### src/rtl/heater_sched.sv
// Ramps a thermometer-coded bank of ring-oscillator heaters toward a commanded level,
// one ring per step. Optional running-feedback watchdog: define HEATER_WATCHDOG_EN.
module heater_sched #(
  parameter int NUM_RINGS   = 16,
  parameter int LEVEL_W     = 5,
  parameter int STEP_CYCLES = 256,
  parameter int WDOG_CYCLES = 64
) (
  input  logic                 clk,
  input  logic                 rst,
  input  logic                 cmd_valid,
  output logic                 cmd_ready,
  input  logic [LEVEL_W-1:0]   cmd_level,
  output logic [NUM_RINGS-1:0] ring_enable,
  input  logic [NUM_RINGS-1:0] ring_running,
  output logic [LEVEL_W-1:0]   active_count,
  output logic                 busy,
  output logic                 fault
);

  localparam logic [1:0] IDLE      = 2'd0;
  localparam logic [1:0] RAMP_UP   = 2'd1;
  localparam logic [1:0] RAMP_DOWN = 2'd2;
  localparam logic [1:0] FAULT     = 2'd3;

  localparam int TW = (STEP_CYCLES > 2) ? $clog2(STEP_CYCLES) : 1;
  localparam logic [TW-1:0]      STEP_RELOAD = TW'(STEP_CYCLES - 1);
  localparam logic [LEVEL_W-1:0] MAX_LEVEL   = LEVEL_W'(NUM_RINGS);

  function automatic logic [NUM_RINGS-1:0] thermo(input logic [LEVEL_W-1:0] n);
    logic [NUM_RINGS-1:0] t;
    for (int i = 0; i < NUM_RINGS; i++) t[i] = (LEVEL_W'(i) < n);
    return t;
  endfunction

  function automatic logic [1:0] dir_of(input logic [LEVEL_W-1:0] tgt, input logic [LEVEL_W-1:0] cnt);
    if (tgt > cnt)      return RAMP_UP;
    else if (tgt < cnt) return RAMP_DOWN;
    else                return IDLE;
  endfunction

  logic [1:0]           state_q, state_d;
  logic [LEVEL_W-1:0]   count_q, count_d;
  logic [LEVEL_W-1:0]   target_q, target_d;
  logic [TW-1:0]        timer_q, timer_d;
  logic                 pending_q, pending_d;
  logic [NUM_RINGS-1:0] enable_q, enable_d;
  logic                 busy_q, busy_d;
  logic                 ready_q, ready_d;
  logic                 fault_q, fault_d;
  logic                 accept_s;

`ifdef HEATER_WATCHDOG_EN
  localparam int WW = (WDOG_CYCLES > 2) ? $clog2(WDOG_CYCLES) : 1;
  localparam logic [WW-1:0] WDOG_RELOAD = WW'(WDOG_CYCLES - 1);
  logic [WW-1:0] wdog_q, wdog_d;
`else
  logic unused_running_s;
  assign unused_running_s = ^ring_running;
`endif

  // Next-state: command capture, ramp stepping and optional watchdog trip.
  always_comb begin
    accept_s  = cmd_valid && ready_q;
    state_d   = state_q;
    count_d   = count_q;
    target_d  = target_q;
    timer_d   = timer_q;
    pending_d = 1'b0;
    if (accept_s) begin
      target_d  = (cmd_level > MAX_LEVEL) ? MAX_LEVEL : cmd_level;
      pending_d = 1'b1;
    end else begin
      target_d  = target_q;
    end
    case (state_q)
      IDLE: begin
        if (pending_q) begin
          state_d = dir_of(target_q, count_q);
          timer_d = (state_d != IDLE) ? STEP_RELOAD : {TW{1'b0}};
        end else begin
          state_d = IDLE;
        end
      end
      RAMP_UP, RAMP_DOWN: begin
        // Direction follows the live target, so a retarget reverses without reloading the timer.
        if (timer_q == {TW{1'b0}}) begin
          timer_d = STEP_RELOAD;
          if (target_q > count_q)      count_d = count_q + LEVEL_W'(1);
          else if (target_q < count_q) count_d = count_q - LEVEL_W'(1);
          else                         count_d = count_q;
        end else begin
          timer_d = timer_q - TW'(1);
        end
        state_d = dir_of(target_q, count_d);
        if (state_d == IDLE) timer_d = {TW{1'b0}};
        else                 timer_d = timer_d;
      end
      FAULT:   state_d = FAULT;
      default: state_d = IDLE;
    endcase
    enable_d = thermo(count_d);
`ifdef HEATER_WATCHDOG_EN
    if (state_q != FAULT && wdog_q == {WW{1'b0}} &&
        ((ring_running & enable_q) != enable_q)) begin
      state_d   = FAULT;
      count_d   = {LEVEL_W{1'b0}};
      timer_d   = {TW{1'b0}};
      pending_d = 1'b0;
      enable_d  = {NUM_RINGS{1'b0}};
    end else begin
      state_d   = state_d;
    end
    if (enable_d != enable_q)        wdog_d = WDOG_RELOAD;
    else if (wdog_q == {WW{1'b0}})   wdog_d = {WW{1'b0}};
    else                             wdog_d = wdog_q - WW'(1);
`endif
    busy_d  = (state_d != IDLE);
    ready_d = (state_d != FAULT);
    fault_d = (state_d == FAULT);
  end

  // State and registered outputs; reset drops every ring at once.
  always_ff @(posedge clk) begin
    if (rst) begin
      state_q   <= IDLE;
      count_q   <= {LEVEL_W{1'b0}};
      target_q  <= {LEVEL_W{1'b0}};
      timer_q   <= {TW{1'b0}};
      pending_q <= 1'b0;
      enable_q  <= {NUM_RINGS{1'b0}};
      busy_q    <= 1'b0;
      ready_q   <= 1'b0;
      fault_q   <= 1'b0;
`ifdef HEATER_WATCHDOG_EN
      wdog_q    <= {WW{1'b0}};
`endif
    end else begin
      state_q   <= state_d;
      count_q   <= count_d;
      target_q  <= target_d;
      timer_q   <= timer_d;
      pending_q <= pending_d;
      enable_q  <= enable_d;
      busy_q    <= busy_d;
      ready_q   <= ready_d;
      fault_q   <= fault_d;
`ifdef HEATER_WATCHDOG_EN
      wdog_q    <= wdog_d;
`endif
    end
  end

  assign cmd_ready    = ready_q;
  assign ring_enable  = enable_q;
  assign active_count = count_q;
  assign busy         = busy_q;
  assign fault        = fault_q;

endmodule

### config.mk
export PLATFORM = sky130hd
export DESIGN_NAME = heater_sched
export DESIGN_NICKNAME = d
export VERILOG_FILES = /design/src/rtl/heater_sched.sv
export SDC_FILE = /design/constraint.sdc
export NUM_CORES = 1
export LEC_CHECK = 0
export CAP_MARGIN = 0
export CORE_ASPECT_RATIO = 0.5
export CORE_UTILIZATION = 50
export DETAILED_ROUTE_END_ITERATION = 7
export GPL_TIMING_DRIVEN = 0
export PLACE_DENSITY = 0.77
export SYNTH_ARGS = -nofsm -noshare
export SYNTH_HDL_FRONTEND = slang
export SYNTH_SLANG_ARGS = --single-unit
### constraint.sdc
create_clock -name clk -period 4.9 [get_ports clk]
set_input_delay 0.98 -clock clk [delete_from_list [all_inputs] [get_ports clk]]
set_output_delay 0.98 -clock clk [all_outputs]
set_load 0.005 [all_outputs]
# After elaboration in Yosys (flattened, before gate mapping)
# Index checks and enable logic that the tools add are counted.
totals:
  register_bits: 40
  in_bits: 24
  out_inout_bits: 24
  word_cells: 69
op_classes:
  add_sub_neg: 3
  magnitude_cmp: 21
  eq_ne: 6
  mux: 21
  reduce_logical: 9
ops:
  columns: ["operator", "count"]
  rows:
  - ["$lt A4 B5 Y1 const A", 8]
  - ["$mux W8", 4]
  - ["$mux W5", 6]
  - ["$lt A3 B5 Y1 const A", 4]
  - ["$mux W2", 8]
  - ["$pmux W8 S2", 1]
  - ["$gt A5 B5 Y1", 2]
  - ["$lt A1 B5 Y1 const A", 2]
  - ["$lt A2 B5 Y1 const A", 2]
  - ["$lt A5 B5 Y1", 2]
  - ["$logic_not A8 Y1", 1]
  - ["$sub A8 B1 Y8 const B", 1]
  - ["$eq A2 B2 Y1 const B", 3]
  - ["$pmux W2 S3", 1]
  - ["$reduce_bool A2 Y1", 3]
  - ["$add A5 B1 Y5 const B", 1]
  - ["$gt A5 B5 Y1 const B", 1]
  - ["$sub A5 B1 Y5 const B", 1]
  - ["$logic_not A2 Y1", 2]
  - ["$ne A2 B2 Y1 const B", 2]
  - ["$eq A2 B1 Y1 const B", 1]
  - ["$reduce_and A2 Y1", 1]
  - ["$reduce_or A2 Y1", 1]
  - ["$logic_and A1 B1 Y1", 1]
  - ["$mux W1", 1]

# Logic depth before layout (Yosys ltp)
logic_depth:
  word_depth: 12
  ltp_mapped: 18
  depth_no_buf: 17

# Least setup slack after synthesis
# No wires, ideal clock.
synth_path:
  kind: "register to register"
  from: "register count_q[2], in the netlist active_count[2]"
  to: "register busy_q, in the netlist busy"
  setup_ns: 0.123
  arrival_time_ns: 3.423
  required_time_ns: 4.777
  path_slack_ns: 1.353
  stages_incl_launch_ff: 18
  path_buffers: 1
  period_less_slack_ns: 3.547
  path_cell_list: "dfxtp_1 buf_2 inv_1 ha_1 nand4_1 nor2_1 or2_1 nand2_1 o22ai_1 a21oi_1 o22ai_1 ha_1 and3_1 a221oi_1 o21ba_2 o22ai_1 nor2b_1 or2_2"
synth_between:
  elab_chain_len: 11
  elab_cells_between_ends: 20
synth_rtl:
  columns: ["item", "line_no", "rtl"]
  rows:
  - ["from (decl)", "43", "logic [LEVEL_W-1:0] count_q, count_d;"]
  - ["from (signal assigned)", "127", "count_q <= {LEVEL_W{1'b0}};"]
  - ["from (signal assigned)", "140", "count_q <= count_d;"]
  - ["$sub A5 B1 Y5 or $lt A5 B5 Y1 (tied branches)", "90, 38", null]
  - ["$mux W5", "90", "else if (target_q < count_q) count_d = count_q - LEVEL_W'(1);"]
  - ["$mux W5", "89", "if (target_q > count_q) count_d = count_q + LEVEL_W'(1);"]
  - ["$mux W5", "87", "if (timer_q == {TW{1'b0}}) begin"]
  - ["$mux W5", "76", "case (state_q)"]
  - ["$lt A5 B5 Y1", "38", "else if (tgt < cnt) return RAMP_DOWN;"]
  - ["$mux W2", "38", null]
  - ["$mux W2", "37", "if (tgt > cnt) return RAMP_UP;"]
  - ["$mux W2", "76", null]
  - ["$pmux W2 S3 *", "76", null]
  - ["$reduce_bool A2 Y1 *", "118", "busy_d = (state_d != IDLE);"]
  - ["to (signal assigned)", "145", "busy_q <= busy_d;"]
  - ["to (decl)", "48", "logic busy_q, busy_d;"]
# Every way passes the cells marked *; elsewhere a longest branch is shown, timed or not. The select of a mux whose other input is x is not followed.
# A chain may end at the register's enable or synchronous reset.

# Worst setup path in the final report
layout_path:
  from: "register count_q[4], in the netlist active_count[4]"
  to: "register timer_q[4]"
layout_between:
  elab_chain_len: 12
  elab_cells_between_ends: 23
layout_rtl:
  columns: ["item", "line_no", "rtl"]
  rows:
  - ["$sub A5 B1 Y5 or $lt A5 B5 Y1 (tied branches)", "90, 38", null]
  - ["$mux W5", "90", null]
  - ["$mux W5", "89", null]
  - ["$mux W5", "87", null]
  - ["$mux W5", "76", null]
  - ["$lt A5 B5 Y1", "38", null]
  - ["$mux W2", "38", null]
  - ["$mux W2", "37", null]
  - ["$mux W2", "76", null]
  - ["$logic_not A2 Y1", "96", "if (state_d == IDLE) timer_d = {TW{1'b0}};"]
  - ["$mux W8", "96", null]
  - ["$pmux W8 S2 *", "76", null]
  - ["to (signal assigned)", "129", "timer_q <= {TW{1'b0}};"]
  - ["to (signal assigned)", "142", "timer_q <= timer_d;"]
  - ["to (decl)", "45", "logic [TW-1:0] timer_q, timer_d;"]
# Marks and branches as above.

==> out/qor.txt <==
status: finished clean
deepest clock path buffer count: 2
CP endpoint kind: flip-flop
DRT Wirelength: 5010 um
Post-synth ARST share: 0%
Leakage Power: 1.07 nW
input/output buffers: 30
Critical Path AT: 4.51 ns
die area: 0.00461 mm2
Setup CP Type: reg2reg
first-pass iteration count of the detailed router: 5
Seq/Total Area, Yosys: 36.1%
RSZ-0062 raised after global routing: no
CTS tree: done
Sequential Power Share: 42.6%
Synth Flop Type: dfxtp_1
fmax: 233 MHz
HP Class: reg2reg
die width: 95.0 um
Area contributors post-synth: dfxtp_1 36%, ha_1 8.7%, a21oi_1 7.2%, nor2_1 4.3%, inv_1 3.5%
switch share: 25.5%
Vias: 2003
post-synthesis net count: 302
share of layout cells above drive strength 1: 7.97%
Post-route DRC: 0
Num CTS Buffers: 5
worst endpoint required time: 5.12 ns
VDD IR-drop max: 0.169 mV
Cells after Synth: 263
Diodes inserted: 0
Yosys cell types: 49
Mapped Area: 0.00216 mm2
Core Box Area: 0.00402 mm2
initial antenna violation count: 0
detailed placement HPWL: 3770 um
final max-slew violation count: 0
io pins: 48
Ys Warns: 0
fin util: 66.2%
Vias per Instance: 5.64
area growth from synthesis to layout: 23.1%
EDFF count, synth: 0
Setup Skew: 0.00683 ns
CTS hold repair buffers: 0
syn avg cell area: 8.22 um2
Gate power share: 16.9%
Crit Path Max Fanout: 8
WL met1: 2500 um
die height: 48.5 um
worst-margin pin slew: 0.603 ns
Pwr Total: 0.782 mW
Post-CTS Resized: 0
global placement routability congestion: 0.857
Slew headroom: 59.5%
wire per inst: 14.1 um
crit share post-route: 87.6%
commonest non-fill, non-tap cell in the layout: dfxtp_1
clk slew on worst S/H paths: 0.08 ns
final critical-path required period: 4.29 ns
Root Driver: clkbuf_8
Starting Density: 53.7%
Max-cap violations: 0
Startpoint Class: flip-flop
setup bufs post-CTS: 0
final setup vio count: 0
clock tree sinks: 39
top cell type's share of synthesized area: 36.1%
PwrDens: 294 mW/mm2
Fin. Hold Viols: 0
flop and latch count out of synthesis: 39
P_sw: 0.200 mW
GRT overflow: 0
Nets: 339
met2 wire len: 2200 um
Max Used Layer: met4
Initial DRC Count: 188
Internal: 0.582 mW
Total Routing Usage GR: 24.2%
post-route ant nets: 0
H-tree Lvls: 2
Met3 Wirelength: 269 um
largest net degree at the start of global routing: 13
highest-count cells in the layout ignoring fill and taps: 39 x dfxtp_1, 31 x a21oi_1, 30 x clkdlybuf4s50_1
area leader, netlist: dfxtp_1
# rows: 16
reg2reg setup slack: 0.61 ns
later-pin clock latency in the skew report: 0.29 ns
first-pass GRT wire length: 8620 um
clock power share: 40.5%
Setup TNS: 0 ns
vias in the first global route: 1874
-- power by group through the flow --
stage          combinational (mW)  sequential, mW  clock [mW]
5_1_grt                     0.147           0.334       0.336
3_5_place_dp                0.130           0.340           0
2_1_floorplan              0.0962           0.339           0
6_report                    0.132           0.333       0.317
3_3_place_gp                0.126           0.340           0
4_1_cts                     0.131           0.333       0.322
-- routing by layer --
layer  up-vias  GRT usage (%)
met5         -              0
li1       1003              -
met3         8           6.29
met1       920           33.6
met4         0           6.57
met2        72           37.2
-- through the flow --
stage	worst slack [ns]	instances	cell area (um2)	hold slack, ns
after global routing	0.277	355	2660	0.536
after CTS	0.685	355	2660	0.498
after global placement	0.829	347	2530	0.471
after detailed placement	0.754	347	2530	0.483
final	0.608	355	2660	0.499
after floorplan	1.35	263	2160	0.457
-- synthesized netlist by cell type (all sizes together), types with 3 or more instances --
library cell,number
o22ai,5
o21a,3
dfxtp,39
nor2b,6
buf,4
or2,4
o31ai,4
a211oi,3
a21oi,32
ha,15
nand2,19
nor3b,6
nor2,26
clkbuf,6
nand3,14
xnor2,5
inv,20
o21ai,13
nor3,11
-- kinds of logic after synthesis --
kind of cell,after synthesis,share of synthesized area [%]
mux,1,0.694
fa+ha+maj,15,8.68
xor+xnor,7,2.84
buf+inv,30,5.84
flops,39,36.1
simple gates,95,23.0
compound gates,76,22.9
-- cell type report --
| class | count | area, um2 |
|---|---|---|
| Clock inverter | 2 | 60.1 |
| Fill cell | 343 | 1360 |
| Sequential cell | 39 | 781 |
| Multi-Input combinational cell | 194 | 1250 |
| Clock buffer | 6 | 72.6 |
| Timing Repair Buffer | 30 | 300 |
| Tap cell | 54 | 67.6 |
| Inverter | 20 | 75.1 |
| Buffer | 10 | 51.3 |
-- worst max-delay path, stage by stage (launching register included) --
cell	delay, ns
dfxtp_1	0.49
inv_1	0.16
ha_1	0.37
nand4_1	0.12
nor2_1	0.39
or2_1	0.26
nand2_1	0.14
o22ai_1	0.21
a21oi_1	0.11
o22ai_1	0.19
ha_1	0.27
and3_1	0.19
a221oi_1	0.43
nor2_1	0.11
nor2_1	0.43
a21oi_1	0.14
a211oi_1	0.22
-- sequential cells by signal, indices dropped and copies added (netlist names) --
signal,count
fault,1
busy,1
cmd_ready,1
timer_q,8
target_q,5
pending_q,1
state_q,2
active_count,5
ring_enable,15
-- final timing paths --
check | depth (start not counted) | endpoint | from
max | 16 | timer_q[4] | active_count[4]
min | 2 | timer_q[1] | timer_q[1]
max reg2reg | 16 | timer_q[4] | active_count[4]
min reg2reg | 2 | timer_q[1] | timer_q[1]
(Power assumes the default switching activity.)
